## config.mk

```make
export PLATFORM = sky130hd
export DESIGN_NAME = counter_sweep_ctrl
export DESIGN_NICKNAME = d
export VERILOG_FILES = /design/src/rtl/counter_sweep_ctrl.sv
export SDC_FILE = /design/constraint.sdc
export NUM_CORES = 1
export LEC_CHECK = 0
export CAP_MARGIN = 20
export CORE_MARGIN = 2
export CORE_UTILIZATION = 45
export CTS_BUF_LIST = sky130_fd_sc_hd__clkbuf_4 sky130_fd_sc_hd__clkbuf_8
export DETAILED_ROUTE_END_ITERATION = 8
export HOLD_SLACK_MARGIN = 0.1
export PLACE_DENSITY_LB_ADDON = 0.15
export SYNTH_ARGS = -nofsm -noshare
export SYNTH_HDL_FRONTEND = slang
export SYNTH_SLANG_ARGS = --single-unit
```

## constraint.sdc

```tcl
create_clock -name clk -period 5 [get_ports clk]
set_input_delay 0.5 -clock clk [delete_from_list [all_inputs] [get_ports clk]]
set_output_delay 0.5 -clock clk [all_outputs]
set_load 0.03 [all_outputs]
```

## src/rtl/counter_sweep_ctrl.sv

```systemverilog
// Sweep sequencer for an external 8-bit up/down loadable counter.
// Optional SWEEP_PINGPONG_EN: reverse direction between passes instead of reloading.
//
// state  | meaning
// -------+------------------------------------------------------------
// S_IDLE | waiting for start; outputs parked, pass_cnt holds last result
// S_LOAD | one cycle, counter loads start_q, direction fixed
// S_RUN  | counter enabled until cnt_out reaches end_q
// S_DONE | one cycle, done pulse, then back to idle
module counter_sweep_ctrl #(
    parameter int WIDTH  = 8,
    parameter int LOOP_W = 8
) (
    input  logic              clk,
    input  logic              reset,
    input  logic              start,
    input  logic              abort,
    input  logic [WIDTH-1:0]  cfg_start,
    input  logic [WIDTH-1:0]  cfg_end,
    input  logic [LOOP_W-1:0] cfg_loops,
    input  logic [WIDTH-1:0]  cnt_out,
    output logic [WIDTH-1:0]  cnt_data,
    output logic              cnt_load,
    output logic              cnt_enable,
    output logic              cnt_up_down,
    output logic              busy,
    output logic              done,
    output logic              aborted,
    output logic [LOOP_W-1:0] pass_cnt
);

    typedef enum logic [1:0] {
        S_IDLE = 2'd0,
        S_LOAD = 2'd1,
        S_RUN  = 2'd2,
        S_DONE = 2'd3
    } state_t;

    state_t            state_q, state_d;
    logic [WIDTH-1:0]  start_q, start_d;
    logic [WIDTH-1:0]  end_q, end_d;
    logic [LOOP_W-1:0] loops_q, loops_d;
    logic [LOOP_W-1:0] pass_q, pass_d;
    logic [WIDTH-1:0]  data_q, data_d;
    logic              load_q, load_d;
    logic              up_q, up_d;
    logic              done_q, done_d;
    logic              aborted_q, aborted_d;
    logic              busy_q, busy_d;
    logic              at_end;

    assign at_end = (cnt_out == end_q);

    always_comb begin
        state_d   = state_q;
        start_d   = start_q;
        end_d     = end_q;
        loops_d   = loops_q;
        pass_d    = pass_q;
        data_d    = data_q;
        load_d    = 1'b0;
        up_d      = up_q;
        done_d    = 1'b0;
        aborted_d = 1'b0;
        busy_d    = 1'b0;

        if (abort && (state_q != S_IDLE)) begin
            state_d   = S_IDLE;
            aborted_d = 1'b1;
        end else begin
            case (state_q)
                S_IDLE: begin
                    if (start && !abort) begin
                        start_d = cfg_start;
                        end_d   = cfg_end;
                        loops_d = cfg_loops;
                        pass_d  = '0;
                        state_d = S_LOAD;
                    end
                end
                S_LOAD: state_d = S_RUN;
                S_RUN: begin
                    if (at_end) begin
                        if (pass_q != '1) begin
                            pass_d = pass_q + LOOP_W'(1);
                        end
                        if (loops_q == '0) begin
                            state_d = S_DONE;
                        end else begin
                            loops_d = loops_q - LOOP_W'(1);
`ifdef SWEEP_PINGPONG_EN
                            // Counter already sits on end_q, so just turn around.
                            start_d = end_q;
                            end_d   = start_q;
                            up_d    = ~up_q;
`else
                            state_d = S_LOAD;
`endif
                        end
                    end
                end
                S_DONE: state_d = S_IDLE;
                default: state_d = S_IDLE;
            endcase
        end

        if (state_d == S_LOAD) begin
            load_d = 1'b1;
            data_d = start_d;
            up_d   = (end_d >= start_d);
        end
        done_d = (state_d == S_DONE);
        busy_d = (state_d != S_IDLE);
    end

    always_ff @(posedge clk or negedge reset) begin
        if (!reset) begin
            state_q   <= S_IDLE;
            start_q   <= '0;
            end_q     <= '0;
            loops_q   <= '0;
            pass_q    <= '0;
            data_q    <= '0;
            load_q    <= 1'b0;
            up_q      <= 1'b1;
            done_q    <= 1'b0;
            aborted_q <= 1'b0;
            busy_q    <= 1'b0;
        end else begin
            state_q   <= state_d;
            start_q   <= start_d;
            end_q     <= end_d;
            loops_q   <= loops_d;
            pass_q    <= pass_d;
            data_q    <= data_d;
            load_q    <= load_d;
            up_q      <= up_d;
            done_q    <= done_d;
            aborted_q <= aborted_d;
            busy_q    <= busy_d;
        end
    end

    // Enable is combinational so the counter stops on end_q without overshoot.
    assign cnt_enable  = (state_q == S_RUN) && !at_end && !abort;
    assign cnt_load    = load_q && !abort;
    assign cnt_data    = data_q;
    assign cnt_up_down = up_q;
    assign busy        = busy_q;
    assign done        = done_q;
    assign aborted     = aborted_q;
    assign pass_cnt    = pass_q;

endmodule

```

==> impl_metrics.json, run 1 <==
{
  "vias": 2010,
  "routedWlPerCell_um": 13.8,
  "end_kind": "flop",
  "holdWs_ns": 0.0938,
  "synth_nets": 315,
  "placed_area_sq_mm": 0.00315,
  "grt_start_max_net_pins": 48,
  "clk_latency_ns": 0.30,
  "wl_met1_mm": 2.57,
  "synth_enable_flop_cells": 0,
  "reg2reg_setup_slack_ns": 2.07,
  "grt_pass1_wl_mm": 9.16,
  "totalWireLength_mm": 5.45,
  "critPathMaxFanout": 21,
  "n_fill_cell": 497,
  "rsz0062_at_grt": "false",
  "place_hpwl_mm": 3.89,
  "drive_gt1_share_pct": 8.36,
  "p_total_mw": 1.11,
  "power_density_mw_per_mm2": 340,
  "wl_met3_um": 269,
  "ys_seq_area_share_pct": 46.2,
  "finalInstanceArea_sq_mm": 0.00326,
  "antenna_left": 0,
  "maxCapViolCount": 0,
  "synth-async-reset-ratio_pct": 100,
  "synth_seq_cells": 47,
  "coreArea_sq_mm": 0.00547,
  "finalSetupViolCount": 0,
  "grt_use_total_pct": 18.5,
  "start_util_pct": 46.6,
  "numCtsBuffers": 5,
  "final_cell_mix": "60 x nand2_1, 56 x clkdlybuf4s50_1, 46 x dfrtp_1, 16 x inv_1, 14 x a21oi_1",
  "rows": 27,
  "irDropWorstVdd_v": 0.000183,
  "clock-sinks": 47,
  "antenna_found_initial": 0,
  "grt-ovfl-total": 0,
  "cts.path.max_buffers": 2,
  "syn_area_sq_mm": 0.00255,
  "synth.avg_cell_area_sq_um": 9.51,
  "viasPerCell": 5.09,
  "highest_layer": "met4",
  "clk_pin_slew_ns": 0.09,
  "die_height_um": 79.3,
  "place_congestion": 0.774,
  "first_global_vias": 2024,
  "max-slew-margin-rel_pct": 42.8,
  "tritoncts": "yes",
  "drt_iter0_drc": 79,
  "cts_resized": 0,
  "syn_to_final_growth_pct": 27.9,
  "io_buffers": 57,
  "path_class": "in -> reg",
  "wl_met2_mm": 2.54,
  "htree_levels": 2,
  "worstReg2RegEnd": "cnt_up_down",
  "fmax_mhz": 317,
  "worstPathArrival_ns": 3.40,
  "layout_commonest_cell": "nand2_1",
  "drc": 0,
  "dr.pass1.iters": 4,
  "finalHoldViolCount": 0,
  "skew_ns": 0.00698,
  "min_path_type": "in -> async",
  "syn_inst": 268,
  "netlist-cell-type-count": 48,
  "yosys_most_used_dff": "dfrtp_1",
  "critPathRequiredTime_ns": 5.24,
  "diodes": 0,
  "fin_nets": 369,
  "io_pins": 58,
  "p_leak_nw": 1.46,
  "fin_crit_ns": 3.16,
  "yosysWarnings": 0,
  "status": "finished, final reports clean",
  "r2r_start": "state_q[1]",
  "die_area_sq_mm": 0.00628,
  "tightest_slew_ns": 0.859,
  "holdBufCountCts": 0,
  "critPathLaunchType": "input pin",
  "setup-tns-final_ns": 0,
  "min_period_over_period_pct": 63.2,
  "fp.dieW_um": 79.3,
  "root_buffer": "clkbuf_8",
  "ff2ff_path_depth": 9,
  "post_cts_buffers": 0,
  "slew_viol_final": 0
}
## final cells by class
cell class	count	area, sq um	share of cell area [%]
clock buffer	7	90.1	2.76
clock inverter	1	5.00	0.153
inverter	16	60.1	1.84
multi-input combinational	192	1240	38.0
sequential	47	1180	36.1
tap	72	90.1	2.76
timing repair buffer	60	601	18.4
## kinds of logic (layout without fill, tap and decap cells)
logic type | after synthesis | in the layout | share of synthesized area, %
AND/OR/NAND/NOR | 114 | 114 | 21.6
flip-flops | 47 | 47 | 46.2
AO/OA/AOI/OAI | 44 | 44 | 11.4
buffers and inverters | 29 | 84 | 5.50
XOR/XNOR | 14 | 14 | 4.81
adder cells (fa/ha/maj) | 11 | 11 | 5.40
multiplexers | 9 | 9 | 5.11
## stage by stage
step	worst slack, ns	std cells	util (%)
floorplan	2.18	268	-
global placement	1.58	385	57.3
detailed placement	1.52	386	57.5
CTS	1.85	394	59.2
global route	1.69	395	59.6
finish	1.84	395	59.6
## critical path, stage by stage
cell and delay (ns):
clkdlybuf4s50_1 0.53, or4b_1 0.89, nand2_1 0.19, nand2_1 0.11
ha_1 0.29, nand2b_1 0.14, a21o_1 0.17, a211oi_1 0.23
o31ai_1 0.09, mux2_4 0.25
## state kept, by name, summed over array words and instances, names as in the netlist
signal	flops
busy	1
aborted	1
loops_q	8
state_q	2
done	1
cnt_up_down	1
cnt_data	8
end_q	8
pass_cnt	8
load_q	1
start_q	8
## synth_stat cells (4+ instances only)
cell	count	share of area [%]
a21o_1	7	2.1
a21oi_1	14	2.7
clkbuf_1	8	1.2
dfrtp_1	46	45
ha_1	11	5.4
inv_1	16	2.4
mux2_4	8	4.7
nand2_1	60	8.8
nand2b_1	4	0.98
nand3_1	10	2.0
nand4_1	5	1.2
nor2_1	9	1.3
nor3_1	11	2.2
o21ai_0	9	1.8
xnor2_1	10	3.4
xor2_1	4	1.4
## metal layers
metal  track usage [%]  up-vias
met4              5.69        0
met1              24.5      946
met2              30.3       45
li1                  -     1012
met3              4.20        7
met5                 0        -
## worst max-delay path by stage
stage	from	to	cells after the start
floorplan	state_q[1]	cnt_up_down	12
global placement	abort	cnt_up_down	10
detailed placement	abort	cnt_up_down	10
CTS	abort	cnt_up_down	10
global route	abort	cnt_up_down	10
finish	abort	cnt_up_down	10
## power by group
group          total [mW]  leakage (nW)  switching (mW)  internal [mW]
registers           0.499         0.588          0.0490          0.450
clock network       0.244        0.0517           0.126          0.117
logic               0.365         0.824           0.185          0.180
total                1.11          1.46           0.361          0.747
Power figures use the tool's default switching activity.
==> run 2: changes to the inputs <==
==> constraint.sdc (replaced) <==
create_clock -name clk -period 3.2 [get_ports clk]
set_input_delay 0.32 -clock clk [delete_from_list [all_inputs] [get_ports clk]]
set_output_delay 0.32 -clock clk [all_outputs]
set_load 0.03 [all_outputs]
==> run 2 against run 1 <==
Net effect:
- cell count increased by 1.0%
- setup slack got worse by 1.3 ns
- sequential share of layout area decreased by 0.59 points
- largest power group unchanged
==> impl_metrics.json, run 2 (same netlist as run 1, synthesis figures left out) <==
{
  "power_density_mw_per_mm2": 529,
  "dp_cells": 389,
  "path_class": "in -> reg",
  "htree_levels": 2,
  "rows": 27,
  "clock-sinks": 47,
  "pre_cts_ws_ns": 0.218,
  "met1_usage_pct": 25.9,
  "finalHoldViolCount": 0,
  "die_area_sq_mm": 0.00628,
  "antenna_found_initial": 0,
  "clk_latency_ns": 0.31,
  "min_period_over_period_pct": 84.0,
  "post_cts_buffers": 0,
  "final_cell_mix": "60 x nand2_1, 56 x clkdlybuf4s50_1, 46 x dfrtp_1, 16 x inv_1, 14 x a21oi_1",
  "stdcell_count": 399,
  "finalSetupViolCount": 0,
  "io_pins": 58,
  "end_kind": "flop",
  "diodes": 0,
  "dr.pass1.iters": 4,
  "io_buffers": 57,
  "viasPerCell": 5.02,
  "max-slew-margin-rel_pct": 63.2,
  "rsz0062_at_grt": "false",
  "worstPathArrival_ns": 2.92,
  "totalWireLength_mm": 5.47,
  "fin_crit_ns": 2.69,
  "fp.dieW_um": 79.3,
  "reg2reg_setup_slack_ns": 0.53,
  "cts.path.max_buffers": 2,
  "start_util_pct": 46.6,
  "fmax_mhz": 372,
  "root_buffer": "clkbuf_8",
  "place_hpwl_mm": 3.86,
  "die_height_um": 79.3,
  "r2r_start": "state_q[0]",
  "antenna_left": 0,
  "drive_gt1_share_pct": 9.17,
  "top_usage_layer": "met2",
  "layout_commonest_cell": "nand2_1",
  "n_fill_cell": 498,
  "drc": 0,
  "worst_slack_ns": 0.511,
  "met2_usage_pct": 31.0,
  "syn_to_final_growth_pct": 30.0,
  "coreArea_sq_mm": 0.00547,
  "tritoncts": "yes",
  "maxCapViolCount": 0,
  "p_leak_nw": 1.48,
  "worstReg2RegEnd": "cnt_up_down",
  "skew_ns": 0.00934,
  "ff2ff_path_depth": 10,
  "setup-tns-final_ns": 0,
  "regArea_sq_mm": 0.00118,
  "slew_viol_final": 0,
  "multi_input_area_sq_mm": 0.00124,
  "grt_use_total_pct": 19.3,
  "critPathLaunchType": "input pin",
  "grt_pass1_wl_mm": 9.41,
  "clk_pin_slew_ns": 0.09,
  "place_congestion": 0.806,
  "status": "finished, final reports clean",
  "tightest_slew_ns": 0.551,
  "routedWlPerCell_um": 13.7,
  "finalInstanceArea_sq_mm": 0.00331,
  "placed_area_sq_mm": 0.00318,
  "grt_start_max_net_pins": 48,
  "irDropWorstVdd_v": 0.000360,
  "first_global_vias": 2021,
  "drt_iter0_drc": 116,
  "numCtsBuffers": 5,
  "critPathRequiredTime_ns": 3.43,
  "grt-ovfl-total": 0,
  "critPathMaxFanout": 21,
  "min_path_type": "in -> async",
  "use_met3_pct": 3.52,
  "final_util_pct": 60.6,
  "vias": 2003,
  "fin_nets": 373
}
-- run 2: cell types whose count changed in the layout (fill, tap and decap cells not counted), sizes merged --
| cell | before | now |
|---|---|---|
| clkinv | 1 | 0 |
| dlygate4sd3 | 0 | 1 |
| buf | 4 | 7 |
| clkinvlp | 0 | 1 |
-- run 2: area by class of cell --
type / count / share of cell area (%)
flip-flops and latches: 47 / 35.5
multi-input cells: 192 / 37.3
well taps: 72 / 2.72
repair buffers: 64 / 19.5
inverters: 16 / 1.81
clock buffers: 7 / 2.91
clock inverters: 1 / 0.227
-- run 2: worst max-delay path by stage --
stage / start / end / slack, ns / cells after the start
global route: abort / cnt_up_down / 0.37 / 11
finish: abort / cnt_up_down / 0.51 / 11
global placement: abort / cnt_up_down / 0.22 / 11
CTS: abort / cnt_up_down / 0.51 / 11
detailed placement: abort / cnt_up_down / 0.22 / 11
floorplan: state_q[1] / cnt_up_down / 0.38 / 12
-- run 2: report_power, final --
part           switching [mW]  total, mW  internal, mW
combinational           0.289      0.574         0.285
sequential             0.0750      0.777         0.702
clock                   0.205      0.401         0.197
total                   0.569       1.75          1.18
-- run 2: timing repair --
item | CTS | global route
gates resized for setup | 0 | 0
hold endpoints to repair | 0 | 10
hold buffers | 0 | 1
-- run 2: metal layers --
layer,routed length (um),up-vias
met5,0,-
met4,93,0
met3,190,7
met2,2580,37
met1,2600,938
li1,-,1021
-- run 2: through the flow --
| stage | total power [mW] | hold slack, ns |
|---|---|---|
| floorplan | 1.16 | 0.0244 |
| global placement | 1.35 | 0.455 |
| detailed placement | 1.36 | 0.458 |
| CTS | 1.77 | 0.228 |
| global route | 1.87 | 0.436 |
| finish | 1.75 | 0.411 |
-- run 2: critical path, stage by stage --
cell and delay (ns):
clkdlybuf4s50_1 0.52, or4b_1 0.51, buf_4 0.23, nand2_1 0.09, nand2_1 0.08, ha_1 0.29
nand2b_1 0.14, a21o_1 0.17, a211oi_1 0.22, o31ai_1 0.09, mux2_4 0.26
==> run 3: changes to the inputs <==
==> constraint.sdc (replaced) <==
create_clock -name clk -period 2.6 [get_ports clk]
set_input_delay 0.26 -clock clk [delete_from_list [all_inputs] [get_ports clk]]
set_output_delay 0.26 -clock clk [all_outputs]
set_load 0.03 [all_outputs]
==> run 3 against run 2 <==
Net effect:
- non-clock buffer count increased by 19
- die area unchanged
- cell count increased by 4.8%
- power increased by 26%
- register-to-register slack got worse by 0.36 ns
- final area increased by 5.3%
- critical path depth decreased by 1
- clock skew decreased by 0.0042 ns
- critical endpoint unchanged
- worst hold slack got worse by 0.018 ns
- sequential share of layout area decreased by 1.8 points
- largest power group unchanged
- clock-buffer cell count unchanged
- via count increased by 3.4%
==> impl_metrics.json, run 3 (same netlist as run 1, synthesis figures left out) <==
{
  "die_height_um": 79.3,
  "antenna_found_initial": 0,
  "die_area_sq_mm": 0.00628,
  "antenna_left": 0,
  "critPathMaxStageDelay_ns": 0.63,
  "layout_commonest_cell": "nand2_1",
  "cts.path.max_buffers": 2,
  "place_congestion": 0.841,
  "fp.dieW_um": 79.3,
  "stdcell_count": 418,
  "io_pins": 58,
  "grt_pass1_wl_mm": 9.54,
  "setup-tns-final_ns": 0,
  "max-slew-margin-rel_pct": 62.1,
  "end_kind": "flop",
  "slowest_stage": "or4b_4",
  "final_cell_mix": "60 x nand2_1, 56 x clkdlybuf4s50_1, 46 x dfrtp_1, 22 x buf_4, 16 x inv_1",
  "rows": 27,
  "routedWlPerCell_um": 13.7,
  "n_fill_cell": 495,
  "crit_family": "simple AND/OR/NAND/NOR gates",
  "setup.worst_path.start": "state_q[0]",
  "place_hpwl_mm": 4.22,
  "syn_to_final_growth_pct": 36.9,
  "viasPerCell": 4.96,
  "io_buffers": 57,
  "status": "finished, final reports clean",
  "multi_input_area_sq_mm": 0.00126,
  "tightest_slew_ns": 0.569,
  "numCtsBuffers": 5,
  "finalHoldViolCount": 0,
  "fin_nets": 392,
  "path_class": "reg -> reg",
  "totalWireLength_mm": 5.73,
  "skew_ns": 0.00510,
  "finalSetupViolCount": 0,
  "fmax_mhz": 411,
  "clock-sinks": 47,
  "dp_cells": 408,
  "p_total_mw": 2.22,
  "first_global_vias": 2058,
  "htree_levels": 2,
  "min_period_over_period_pct": 93.5,
  "drive_gt1_share_pct": 15.0,
  "start_util_pct": 46.6,
  "critPathLaunchType": "flop",
  "grt-ovfl-total": 0,
  "worstPathArrival_ns": 2.67,
  "irDropWorstVdd_v": 0.000380,
  "grt_start_max_net_pins": 48,
  "slew_viol_final": 0,
  "dr.pass1.iters": 4,
  "critPathRequiredTime_ns": 2.84,
  "r2r_start": "state_q[0]",
  "rsz0062_at_grt": "false",
  "critPathMaxFanout": 12,
  "post_cts_buffers": 0,
  "clk_pin_slew_ns": 0.09,
  "p_leak_nw": 1.59,
  "fin_crit_ns": 2.43,
  "vias": 2072,
  "drt_iter0_drc": 68,
  "grt_use_total_pct": 19.4,
  "coreArea_sq_mm": 0.00547,
  "min_path_type": "in -> async",
  "regArea_sq_mm": 0.00118,
  "cp_cell_sequence": "or4b_4, nand2_1, nand2_1, inv_1, ha_1, a21o_1, a21o_1, a21oi_1, o31ai_1, mux2_4",
  "crit_buf_inv": 1,
  "power_density_mw_per_mm2": 635,
  "root_buffer": "clkbuf_8",
  "clk_latency_ns": 0.30,
  "maxCapViolCount": 0,
  "drc": 0,
  "tritoncts": "yes",
  "diodes": 0
}
[run 3: final cells by class]
class	count	area share (%)
multi-input combinational	192	36.0
sequential	47	33.7
tap	72	2.58
inverter	16	1.72
clock inverter	1	0.215
clock buffer	7	2.76
timing repair buffer	83	22.9
[run 3: per-layer routing]
metal  wire length, um  track usage, %  part of all wire [%]
met4                46            4.14                  0.80
met3               234            4.55                   4.1
met2              2840            33.1                    50
met1              2610            25.2                    46
met5                 0               0                     0
[run 3: final timing paths]
check / slack [ns] / depth (start not counted) / end
worst max-delay path: 0.17 / 10 / cnt_up_down
worst min-delay path: 0.39 / 2 / loops_q[6]
worst max register to register: 0.17 / 10 / cnt_up_down
worst min register to register: 0.48 / 2 / start_q[5]
max in group asynchronous: 1.65 / 3 / cnt_up_down
min in group clk: 0.48 / 2 / start_q[5]
[run 3: report_power, final]
group	total [mW]	leakage (nW)	internal, mW	switching (mW)
logic	0.764	0.954	0.392	0.372
clock network	0.495	0.0505	0.242	0.253
registers	0.957	0.588	0.864	0.0922
total	2.22	1.59	1.50	0.718
[run 3: metrics by stage]
step | util, % | hold slack [ns] | area, sq um | worst slack (ns)
final | 63.8 | 0.393 | 3490 | 0.169
after global routing | 63.8 | 0.414 | 3490 | 0.0368
after CTS | 63.2 | 0.197 | 3460 | 0.154
after detailed placement | 61.3 | 0.459 | 3360 | -0.146
after global placement | 61.3 | 0.456 | 3360 | -0.0929
after floorplan | - | -0.0356 | 2590 | 0.0217
[run 3: timing repair]
item	in CTS	in global routing
gates resized for setup	0	0
endpoints found under the hold margin	0	14
hold buffers	0	1
